### src/rtl/vga_timing_pkg.sv
// Shared 640x480@60 timing constants, phase encoding and debug view for the
// horizontal and vertical VGA generators.
package vga_timing_pkg;

    // Horizontal timing in 50 MHz clocks
    localparam int H_PULSE = 192;
    localparam int H_BACK  = 96;
    localparam int H_DISP  = 1280;
    localparam int H_FRONT = 32;
    localparam int PIX_DIV = 10;
    localparam int H_COLS  = 128;
    localparam int H_LINE  = H_PULSE + H_BACK + H_DISP + H_FRONT;
    localparam int H_CNT_W = 11;

    // Vertical timing in lines; 96 rows of 5 lines each
    localparam int V_PULSE = 2;
    localparam int V_BACK  = 33;
    localparam int V_DISP  = 480;
    localparam int V_FRONT = 10;
    localparam int V_FRAME = V_PULSE + V_BACK + V_DISP + V_FRONT;
    localparam int V_DIV   = 5;
    localparam int V_ROWS  = 96;

    typedef enum logic [1:0] {
        SYNC  = 2'd0,
        BACK  = 2'd1,
        DISP  = 2'd2,
        FRONT = 2'd3
    } phase_t;

    typedef struct packed {
        phase_t               state;
        logic [H_CNT_W-1:0]   h_cnt;
        logic [3:0]           div_cnt;
    } hsync_dbg_t;

endpackage

### src/rtl/hsync_pixdiv.sv
// Generic divide-by-DIV column counter: div_cnt counts 0..DIV-1 while enabled,
// col steps on each wrap and saturates at COLS-1. clr has priority over en.
module hsync_pixdiv #(
    parameter int DIV   = 10,
    parameter int COLS  = 128,
    parameter int DIV_W = 4,
    parameter int COL_W = 7
) (
    input  logic             clk,
    input  logic             rst_n,
    input  logic             en,
    input  logic             clr,
    output logic [DIV_W-1:0] div_cnt,
    output logic [COL_W-1:0] col
);

    localparam logic [DIV_W-1:0] DIV_LAST = DIV_W'(DIV - 1);
    localparam logic [COL_W-1:0] COL_LAST = COL_W'(COLS - 1);

    logic [DIV_W-1:0] div_cnt_q, div_cnt_d;
    logic [COL_W-1:0] col_q, col_d;

    always_comb begin
        div_cnt_d = div_cnt_q;
        col_d     = col_q;
        if (clr) begin
            div_cnt_d = '0;
            col_d     = '0;
        end else if (en) begin
            if (div_cnt_q == DIV_LAST) begin
                div_cnt_d = '0;
                if (col_q != COL_LAST) begin
                    col_d = col_q + 1'b1;
                end
            end else begin
                div_cnt_d = div_cnt_q + 1'b1;
            end
        end
    end

    always_ff @(posedge clk or negedge rst_n) begin
        if (!rst_n) begin
            div_cnt_q <= '0;
            col_q     <= '0;
        end else begin
            div_cnt_q <= div_cnt_d;
            col_q     <= col_d;
        end
    end

    assign div_cnt = div_cnt_q;
    assign col     = col_q;

endmodule

### src/rtl/hsync.sv
// Horizontal VGA timing generator: line counter, SYNC/BACK/DISP/FRONT phase FSM,
// end-of-line strobe and column index. DISPLAY_EN exists only with HSYNC_DE_EN.
module hsync #(
    parameter int H_PULSE = vga_timing_pkg::H_PULSE,
    parameter int H_BACK  = vga_timing_pkg::H_BACK,
    parameter int H_DISP  = vga_timing_pkg::H_DISP,
    parameter int H_FRONT = vga_timing_pkg::H_FRONT,
    parameter int PIX_DIV = vga_timing_pkg::PIX_DIV,
    parameter int H_COLS  = vga_timing_pkg::H_COLS
) (
    input  logic       clk,
    input  logic       reset,
    output logic       VGA_HSYNC,
    output logic       RGB_HSYNC,
    output logic [6:0] HPIXEL
`ifdef HSYNC_DE_EN
    ,
    output logic       DISPLAY_EN
`endif
);

    import vga_timing_pkg::*;

    localparam int L = H_PULSE + H_BACK + H_DISP + H_FRONT;

    // Last h_cnt value of each phase; a phase ends on the clock its value is seen
    localparam logic [H_CNT_W-1:0] SYNC_LAST = H_CNT_W'(H_PULSE - 1);
    localparam logic [H_CNT_W-1:0] BACK_LAST = H_CNT_W'(H_PULSE + H_BACK - 1);
    localparam logic [H_CNT_W-1:0] DISP_LAST = H_CNT_W'(H_PULSE + H_BACK + H_DISP - 1);
    localparam logic [H_CNT_W-1:0] LINE_LAST = H_CNT_W'(L - 1);

    logic [H_CNT_W-1:0] h_cnt_q, h_cnt_d;
    phase_t             state_q, state_d;
    logic               hsync_n_q, hsync_n_d;
    logic               rgb_q, rgb_d;
    logic               pix_en, pix_clr;
    logic [3:0]         div_cnt;
    logic [6:0]         col;

    always_comb begin
        h_cnt_d = (h_cnt_q == LINE_LAST) ? '0 : h_cnt_q + 1'b1;
        state_d = state_q;
        case (state_q)
            SYNC:    if (h_cnt_q == SYNC_LAST) state_d = BACK;
            BACK:    if (h_cnt_q == BACK_LAST) state_d = DISP;
            DISP:    if (h_cnt_q == DISP_LAST) state_d = FRONT;
            FRONT:   if (h_cnt_q == LINE_LAST) state_d = SYNC;
            default: state_d = SYNC;
        endcase
        // Outputs are registered from next-state values so they line up with h_cnt_q
        hsync_n_d = (state_d != SYNC);
        rgb_d     = (h_cnt_d == LINE_LAST);
        pix_clr   = (state_d != DISP) || (state_q != DISP);
        pix_en    = (state_q == DISP);
    end

    always_ff @(posedge clk or negedge reset) begin
        if (!reset) begin
            h_cnt_q   <= '0;
            state_q   <= SYNC;
            hsync_n_q <= 1'b0;
            rgb_q     <= 1'b0;
        end else begin
            h_cnt_q   <= h_cnt_d;
            state_q   <= state_d;
            hsync_n_q <= hsync_n_d;
            rgb_q     <= rgb_d;
        end
    end

    hsync_pixdiv #(
        .DIV   (PIX_DIV),
        .COLS  (H_COLS),
        .DIV_W (4),
        .COL_W (7)
    ) u_pixdiv (
        .clk     (clk),
        .rst_n   (reset),
        .en      (pix_en),
        .clr     (pix_clr),
        .div_cnt (div_cnt),
        .col     (col)
    );

    // Debug view of the FSM and counters for bound checkers
    hsync_dbg_t hsync_dbg;
    logic       unused_dbg;
    assign hsync_dbg  = '{state: state_q, h_cnt: h_cnt_q, div_cnt: div_cnt};
    assign unused_dbg = ^hsync_dbg;

    assign VGA_HSYNC = hsync_n_q;
    assign RGB_HSYNC = rgb_q;
    assign HPIXEL    = col;

`ifdef HSYNC_DE_EN
    logic de_q, de_d;

    always_comb begin
        de_d = (state_d == DISP);
    end

    always_ff @(posedge clk or negedge reset) begin
        if (!reset) begin
            de_q <= 1'b0;
        end else begin
            de_q <= de_d;
        end
    end

    assign DISPLAY_EN = de_q;
`endif

endmodule

### config.mk
export PLATFORM = sky130hd
export DESIGN_NAME = hsync
export DESIGN_NICKNAME = d
export VERILOG_FILES = /design/src/rtl/vga_timing_pkg.sv /design/src/rtl/hsync_pixdiv.sv /design/src/rtl/hsync.sv
export SDC_FILE = /design/constraint.sdc
export NUM_CORES = 1
export LEC_CHECK = 0
export BUFFER_PORTS_ARGS = -buffer_cell sky130_fd_sc_hd__buf_2
export CAP_MARGIN = 20
export CORE_UTILIZATION = 45
export DETAILED_ROUTE_END_ITERATION = 8
export GPL_TIMING_DRIVEN = 0
export HOLD_SLACK_MARGIN = 0.15
export PLACE_DENSITY_LB_ADDON = 0.05
export SYNTH_ARGS = -nofsm -noshare
export SYNTH_HDL_FRONTEND = slang
export SYNTH_SLANG_ARGS = --single-unit
### constraint.sdc
create_clock -name clk -period 1.9 [get_ports clk]
set_clock_uncertainty 0.1 [all_clocks]
set_input_delay 0.38 -clock clk [delete_from_list [all_inputs] [get_ports clk]]
set_output_delay 0.38 -clock clk [all_outputs]
set_load 0.005 [all_outputs]
==> results of run 1 <==
[per-layer routing]
metal | vias up | wire length, µm | track usage, % | part of all wire, %
met5 | - | 0 | 0 | 0
met4 | 0 | 31 | 6.12 | 1.0
met3 | 4 | 63 | 2.62 | 2.1
met2 | 18 | 1490 | 32.9 | 50
met1 | 586 | 1390 | 23.1 | 47
li1 | 593 | - | - | -
[power by group through the flow]
stage / sequential (W) / combinational [W] / clock, W
after floorplan: 0.000564 / 0.000000000278 / 0
after global placement: 0.000564 / 0.0000121 / 0
after detailed placement: 0.000564 / 0.0000123 / 0
after CTS: 0.000554 / 0.0000139 / 0.000299
after global routing: 0.000554 / 0.0000154 / 0.000313
final: 0.000553 / 0.0000129 / 0.000278
[sequential cells by signal, indices dropped and copies added, names as in the netlist]
register and flops:
RGB_HSYNC 1, state_q 2, u_pixdiv.div_cnt 4, u_pixdiv.col 7, VGA_HSYNC 1, h_cnt_q 11
[worst register-to-register path, delay by kind of cell (launching register included)]
family | cells | cell delay (ps)
AND/OR/NAND/NOR | 2 | 480
buffers and inverters | 2 | 220
AO/OA/AOI/OAI | 2 | 420
adder cells (fa/ha/maj) | 1 | 160
flip-flops | 1 | 460
[area by class of cell]
class / instances / area share (%)
plain buffers: 7 / 3.41
clock buffers: 4 / 2.10
inverters: 9 / 1.96
multi-input cells: 109 / 46.0
flip-flops and latches: 26 / 38.1
well taps: 44 / 3.19
repair buffers: 15 / 5.22
[stage by stage]
step	cells	power [W]	utilization (%)	hold slack [ps]	setup slack, ps
2_1_floorplan	152	0.000564	-	-15.6	29.7
3_3_place_gp	206	0.000576	51.3	315	-149
3_5_place_dp	206	0.000576	51.3	319	-157
4_1_cts	214	0.000866	54.4	417	0.314
5_1_grt	214	0.000882	56.1	442	-44.2
6_report	214	0.000844	56.1	422	12.5
[repair_timing]
item	in CTS	in global routing
buffers inserted	4	0
resized for setup	6	17
setup endpoints to repair	15	5
hold buffers	1	0
hold endpoints to repair	26	0
pin swaps	1	1
[cell families after synthesis]
family | after synthesis | synth area share (%)
buffers and inverters | 17 | 6.28
AO/OA/AOI/OAI | 28 | 12.8
adder cells (fa/ha/maj) | 5 | 4.24
multiplexers | 3 | 2.21
flip-flops | 26 | 44.1
XOR/XNOR | 8 | 4.75
AND/OR/NAND/NOR | 65 | 25.6
[worst min path at each step]
stage / from / end / cells after the start
after floorplan: reset / RGB_HSYNC / 0
after global placement: reset / u_pixdiv.div_cnt[3] / 1
after detailed placement: reset / u_pixdiv.div_cnt[3] / 1
after CTS: u_pixdiv.div_cnt[0] / u_pixdiv.div_cnt[0] / 1
after global routing: u_pixdiv.div_cnt[0] / u_pixdiv.div_cnt[0] / 1
final: u_pixdiv.div_cnt[0] / u_pixdiv.div_cnt[0] / 1
[placed cells by master, fill, tap and decap left out, types with 2 or more instances in the layout]
cell,n
nand3b_1,2
clkbuf_4,4
or4_4,2
and3_1,2
nand3_1,8
a21oi_1,10
xor2_1,2
nor3_1,3
ha_2,2
buf_2,12
o21ai_0,5
dfrtp_1,21
buf_4,5
nand4_1,6
o31ai_1,2
inv_1,9
nor2_1,12
a211oi_2,2
dfrtp_2,5
nor3b_1,2
xnor2_1,5
and4_1,2
or3_1,4
mux2_2,2
ha_1,2
buf_6,3
nand2_1,9
==> flow_metrics.tcl, run 1 <==
set metrics [dict create \
    synth_top_area_share_pct 44.1 \
    cp-start-kind "register" \
    period_needed_ps 1890 \
    regArea_um2 657 \
    tritoncts "yes" \
    async_reset_ff_share_pct 100 \
    slew_headroom_pct 60.1 \
    synth_flop_cell "dfrtp_1" \
    criticalPathCategory "reg -> reg" \
    dr.first_iter.drc_count 50 \
    synth.distinct_cells 45 \
    drt-pass1-iter-count 4 \
    placed_area_um2 1580 \
    synthesis.area_um2 1470 \
    hold_viol 0 \
    yosys_warnings 0 \
    r2r_start "h_cnt_q[0]" \
    wl_um 2980 \
    period_share_pct 99.3 \
    fp.coreArea_um2 3080 \
    area_growth_pct 17.1 \
    gp_congestion 0.779 \
    critPathBufInv 2 \
    internal-power_w 0.000673 \
    r2r_end "RGB_HSYNC" \
    fillers 284 \
    worstSetupEndpoint "RGB_HSYNC" \
    grt_pass1_vias 1104 \
    io_pins 11 \
    cp_num_cells 7 \
    grt_max_degree 27 \
    dp.final_hpwl_um 2010 \
    fin_setup_tns_ps 0 \
    synth_top_cells_by_area "dfrtp_1 44%, ha_1 4.2%, a21oi_1 3.7%, xnor2_1 3.6%, nor2_1 3.1%" \
    syn-num-nets 159 \
    clk_pin_slew_worst_paths_ps 140 \
    worst_slew_pin_slew_ps 599 \
    num_rows 20 \
    num_antenna_cells 0 \
    status "complete, no violations" \
    ctsHtreeMaxLevel 1 \
    reg2reg_depth 7 \
    routed_via_density 5.61 \
    slowest_delay_ps 460 \
    combPwrFrac_pct 1.5 \
    ys_seq_area_share_pct 44.1 \
    setup_viol 0 \
    clk_path_buf_depth 2 \
    clk-insertion-delay-late_ps 320 \
    power_leakage_nw 0.726 \
    vias 1201 \
    crit_family "simple AND/OR/NAND/NOR gates" \
    syn_inst 152 \
    yosysTopAreaCell "dfrtp_1" \
    drv_cap 0 \
    place.port_buffers 10 \
    synthTopCellsByCount "26 x dfrtp_1, 12 x nor2_1, 11 x a21oi_1" \
    worstPathMaxFanout 7 \
    cp.required_ps 2060 \
    netSwitchingPower_w 0.000172 \
    netSwitchingFraction_pct 20.3 \
    layout-drive-gt1-share_pct 30.0 \
    track_usage_pct 18.6 \
    crit_chain "buf_4, inv_1, ha_1, nand3b_1, or4_4, a211oi_2, o311a_1" \
    synth-edff-count 0 \
    grt.overflow.total 0 \
    slew_violations 0 \
    antenna_left 0 \
    fmax_mhz 530 \
    drc_errors 0 \
    antenna_found_initial 0 \
    cts.sinks 26 \
    multi_input_area_um2 795 \
    crit_path_start "h_cnt_q[0]" \
    clock-root-buffer "clkbuf_4" \
    crit_path_end_kind "register" \
    initial_core_util_pct 47.9 \
    fp.dieH_um 59.2 \
    r2r_slack_ps 10 \
    syn_area_per_cell_um2 9.70 \
    fp.dieArea_um2 3510 \
    final_area_um2 1730 \
    power.share.clock_pct 32.9 \
    grt_pass1_wl_um 4910 \
    slowest_stage "dfrtp_2" \
    seq_power_share_pct 65.5 \
    ys_ff_latch 26 \
    final_nets 178 \
    hold_path_class "reg -> reg" \
    peakVddDrop_mv 0.229 \
    die_width_um 59.2 \
    wl_per_cell_um 13.9 \
    numCtsBuffers 3 \
    cp.arrival_ps 2050 \
    yosysMostFrequentCell "dfrtp_1" \
    power_density_nw_per_um2 489 \
    rsz0062_at_grt "yes" \
]
Note: power is estimated with default switching activity, not from simulation.
==> inputs of run 2 (changes only) <==
SLEW_MARGIN = 20   (was default)
SYNTH_HIERARCHICAL = 1   (was default)
==> flow_metrics.tcl, run 2 <==
set metrics [dict create \
    cts.sinks 26 \
    setup_viol 1 \
    syn_inst 145 \
    synth_top_cells_by_area "dfrtp_1 43%, ha_1 4.1%, nand3_1 2.6%, a21oi_1 2.3%, a41oi_1 2.3%" \
    numCtsBuffers 3 \
    num_antenna_cells 0 \
    wl_met1_um 1570 \
    yosysMostFrequentCell "dfrtp_1" \
    slew_headroom_pct 60.7 \
    clk-insertion-delay-late_ps 340 \
    status "finished with violations" \
    drv_cap 0 \
    fp.coreArea_um2 3130 \
    peakVddDrop_mv 0.239 \
    yosysTopAreaCell "dfrtp_1" \
    worst_slack_ps -4.02 \
    drt-pass1-iter-count 4 \
    netSwitchingFraction_pct 22.1 \
    area_growth_pct 16.5 \
    power_density_nw_per_um2 464 \
    synth-edff-count 0 \
    slowest_delay_ps 480 \
    routed_via_density 5.64 \
    hold_path_class "in -> async" \
    syn_area_per_cell_um2 10.4 \
    async_reset_ff_share_pct 100 \
    synth.distinct_cells 55 \
    yosys_warnings 6 \
    top_register "h_cnt_q" \
    worst_slew_pin_slew_ps 590 \
    combPwrFrac_pct 1.6 \
    synthTopCellsByCount "26 x dfrtp_1, 8 x nand3_1, 7 x a21oi_1, 7 x inv_1, 6 x nand2_1" \
    final_area_um2 1760 \
    period_needed_ps 1900 \
    grt_max_degree 27 \
    worstPathMaxFanout 5 \
    critPathBufInv 1 \
    wl_met2_um 1300 \
    fp.dieArea_um2 3600 \
    cp-start-kind "register" \
    grt_pass1_wl_um 5260 \
    rsz0062_at_grt "yes" \
    layout-drive-gt1-share_pct 24.7 \
    clk_pin_slew_worst_paths_ps 150 \
    fillers 272 \
    place.port_buffers 10 \
    clk_path_buf_depth 2 \
    fmax_mhz 525 \
    period_share_pct 100 \
    ys_ff_latch 26 \
    vias 1207 \
    clock-root-buffer "clkbuf_4" \
    r2r_slack_ps -4 \
    antenna_left 0 \
    dp_cells 199 \
    netSwitchingPower_w 0.000181 \
    track_usage_pct 19.6 \
    num_rows 20 \
    crit_path_end_kind "register" \
    slew_violations 0 \
    power.share.clock_pct 30.9 \
    gp_congestion 0.785 \
    syn-num-nets 152 \
    grt_pass1_vias 1139 \
    criticalPathCategory "reg -> reg" \
    grt.overflow.total 0 \
    internal-power_w 0.000638 \
    wl_met3_um 109 \
    violations "setup timing" \
    ys_seq_area_share_pct 43.0 \
    synth_flop_cell "dfrtp_1" \
    io_pins 11 \
    largest_reg_flops 11 \
    hold_viol 0 \
    wl_per_cell_um 14.1 \
    drc_errors 0 \
    cp.arrival_ps 2030 \
    crit_family "simple AND/OR/NAND/NOR gates" \
    ctsHtreeMaxLevel 1 \
    slowest_stage "dfrtp_2" \
    fp.dieH_um 60 \
    die_width_um 60 \
    cp.required_ps 2030 \
    dp.final_hpwl_um 2100 \
    instances_no_fill 214 \
    placed_area_um2 1640 \
    wl_um 3020 \
    antenna_found_initial 0 \
    dr.first_iter.drc_count 78 \
    synth_top_area_share_pct 43.0 \
    top_layer_used "met4" \
    final_nets 178 \
    synthesis.area_um2 1510 \
    seq_power_share_pct 67.6 \
    tritoncts "yes" \
    power_leakage_nw 0.794 \
    initial_core_util_pct 48.4 \
    layout_common_cells "23 x dfrtp_1, 12 x buf_4, 11 x buf_2" \
    crit_chain "nor4b_4, nand4_1, o211ai_1, buf_4, nor2b_1, mux2_4" \
    mostFrequentLayoutCell "dfrtp_1" \
]
## run 2: layer usage
layer,vias up,track usage [%]
li1,597,-
met1,583,28.7
met2,22,29.7
met3,5,2.60
met4,0,6.31
met5,-,0
## run 2: worst register-to-register path, cell delays in order (launching register included)
cell	delay (ps)
dfrtp_2	480
nor4b_4	300
nand4_1	150
o211ai_1	300
buf_4	170
nor2b_1	40
mux2_4	260
## run 2: final timing paths
path                       depth (start not counted)               to        from
setup / recovery                                   6  u_pixdiv/col[0]  h_cnt_q[7]
hold / removal                                     2       h_cnt_q[2]       reset
setup reg to reg                                   6  u_pixdiv/col[0]  h_cnt_q[7]
hold reg to reg                                    1       h_cnt_q[7]  h_cnt_q[7]
max in group asynchronous                          2       h_cnt_q[0]       reset
min in group clk                                   1       h_cnt_q[7]  h_cnt_q[7]
## run 2: cell families after synthesis
group | synth area share (%)
xor+xnor | 3.47
mux | 2.31
fa+ha+maj | 4.13
simple gates | 26.4
buf+inv | 3.80
flops | 43.0
compound gates | 16.9
## run 2: area by class of cell
class                      count  area (µm²)  share of cell area (%)
sequential                    26         654                    37.1
multi-input combinational    107         830                    47.0
clock buffer                   4        26.3                    1.49
buffer                         4        30.0                    1.70
timing repair buffer          22         143                    8.09
tap                           44        55.1                    3.12
inverter                       7        26.3                    1.49
## run 2: timing repair
action,CTS,global route
buffers inserted,7,4
endpoints found under the hold margin,26,0
hold buffers,1,0
pin swaps,3,7
endpoints found under the setup margin,10,12
gates resized for setup,3,3
gates cloned,0,0
## run 2: power by group through the flow
stage / sequential (W) / clock, W / combinational (W)
floorplan: 0.000564 / 0 / 0.000000000328
global placement: 0.000564 / 0 / 0.0000121
detailed placement: 0.000564 / 0 / 0.0000125
CTS: 0.000553 / 0.000261 / 0.0000139
global route: 0.000554 / 0.000286 / 0.0000154
finish: 0.000553 / 0.000253 / 0.0000128
## run 2: per-stage QoR
stage / hold slack [ps] / TNS (ps) / util [%] / worst slack [ps] / total power [W]
3_3_place_gp: 314 / -738 / 52.4 / -286 / 0.000576
6_report: 451 / -4.02 / 56.4 / -4.02 / 0.000819
5_1_grt: 474 / -1030 / 56.4 / -128 / 0.000855
2_1_floorplan: -15.6 / -52.5 / - / -52.5 / 0.000564
4_1_cts: 487 / 0 / 55.6 / 3.82 / 0.000828
3_5_place_dp: 323 / -881 / 52.4 / -298 / 0.000576
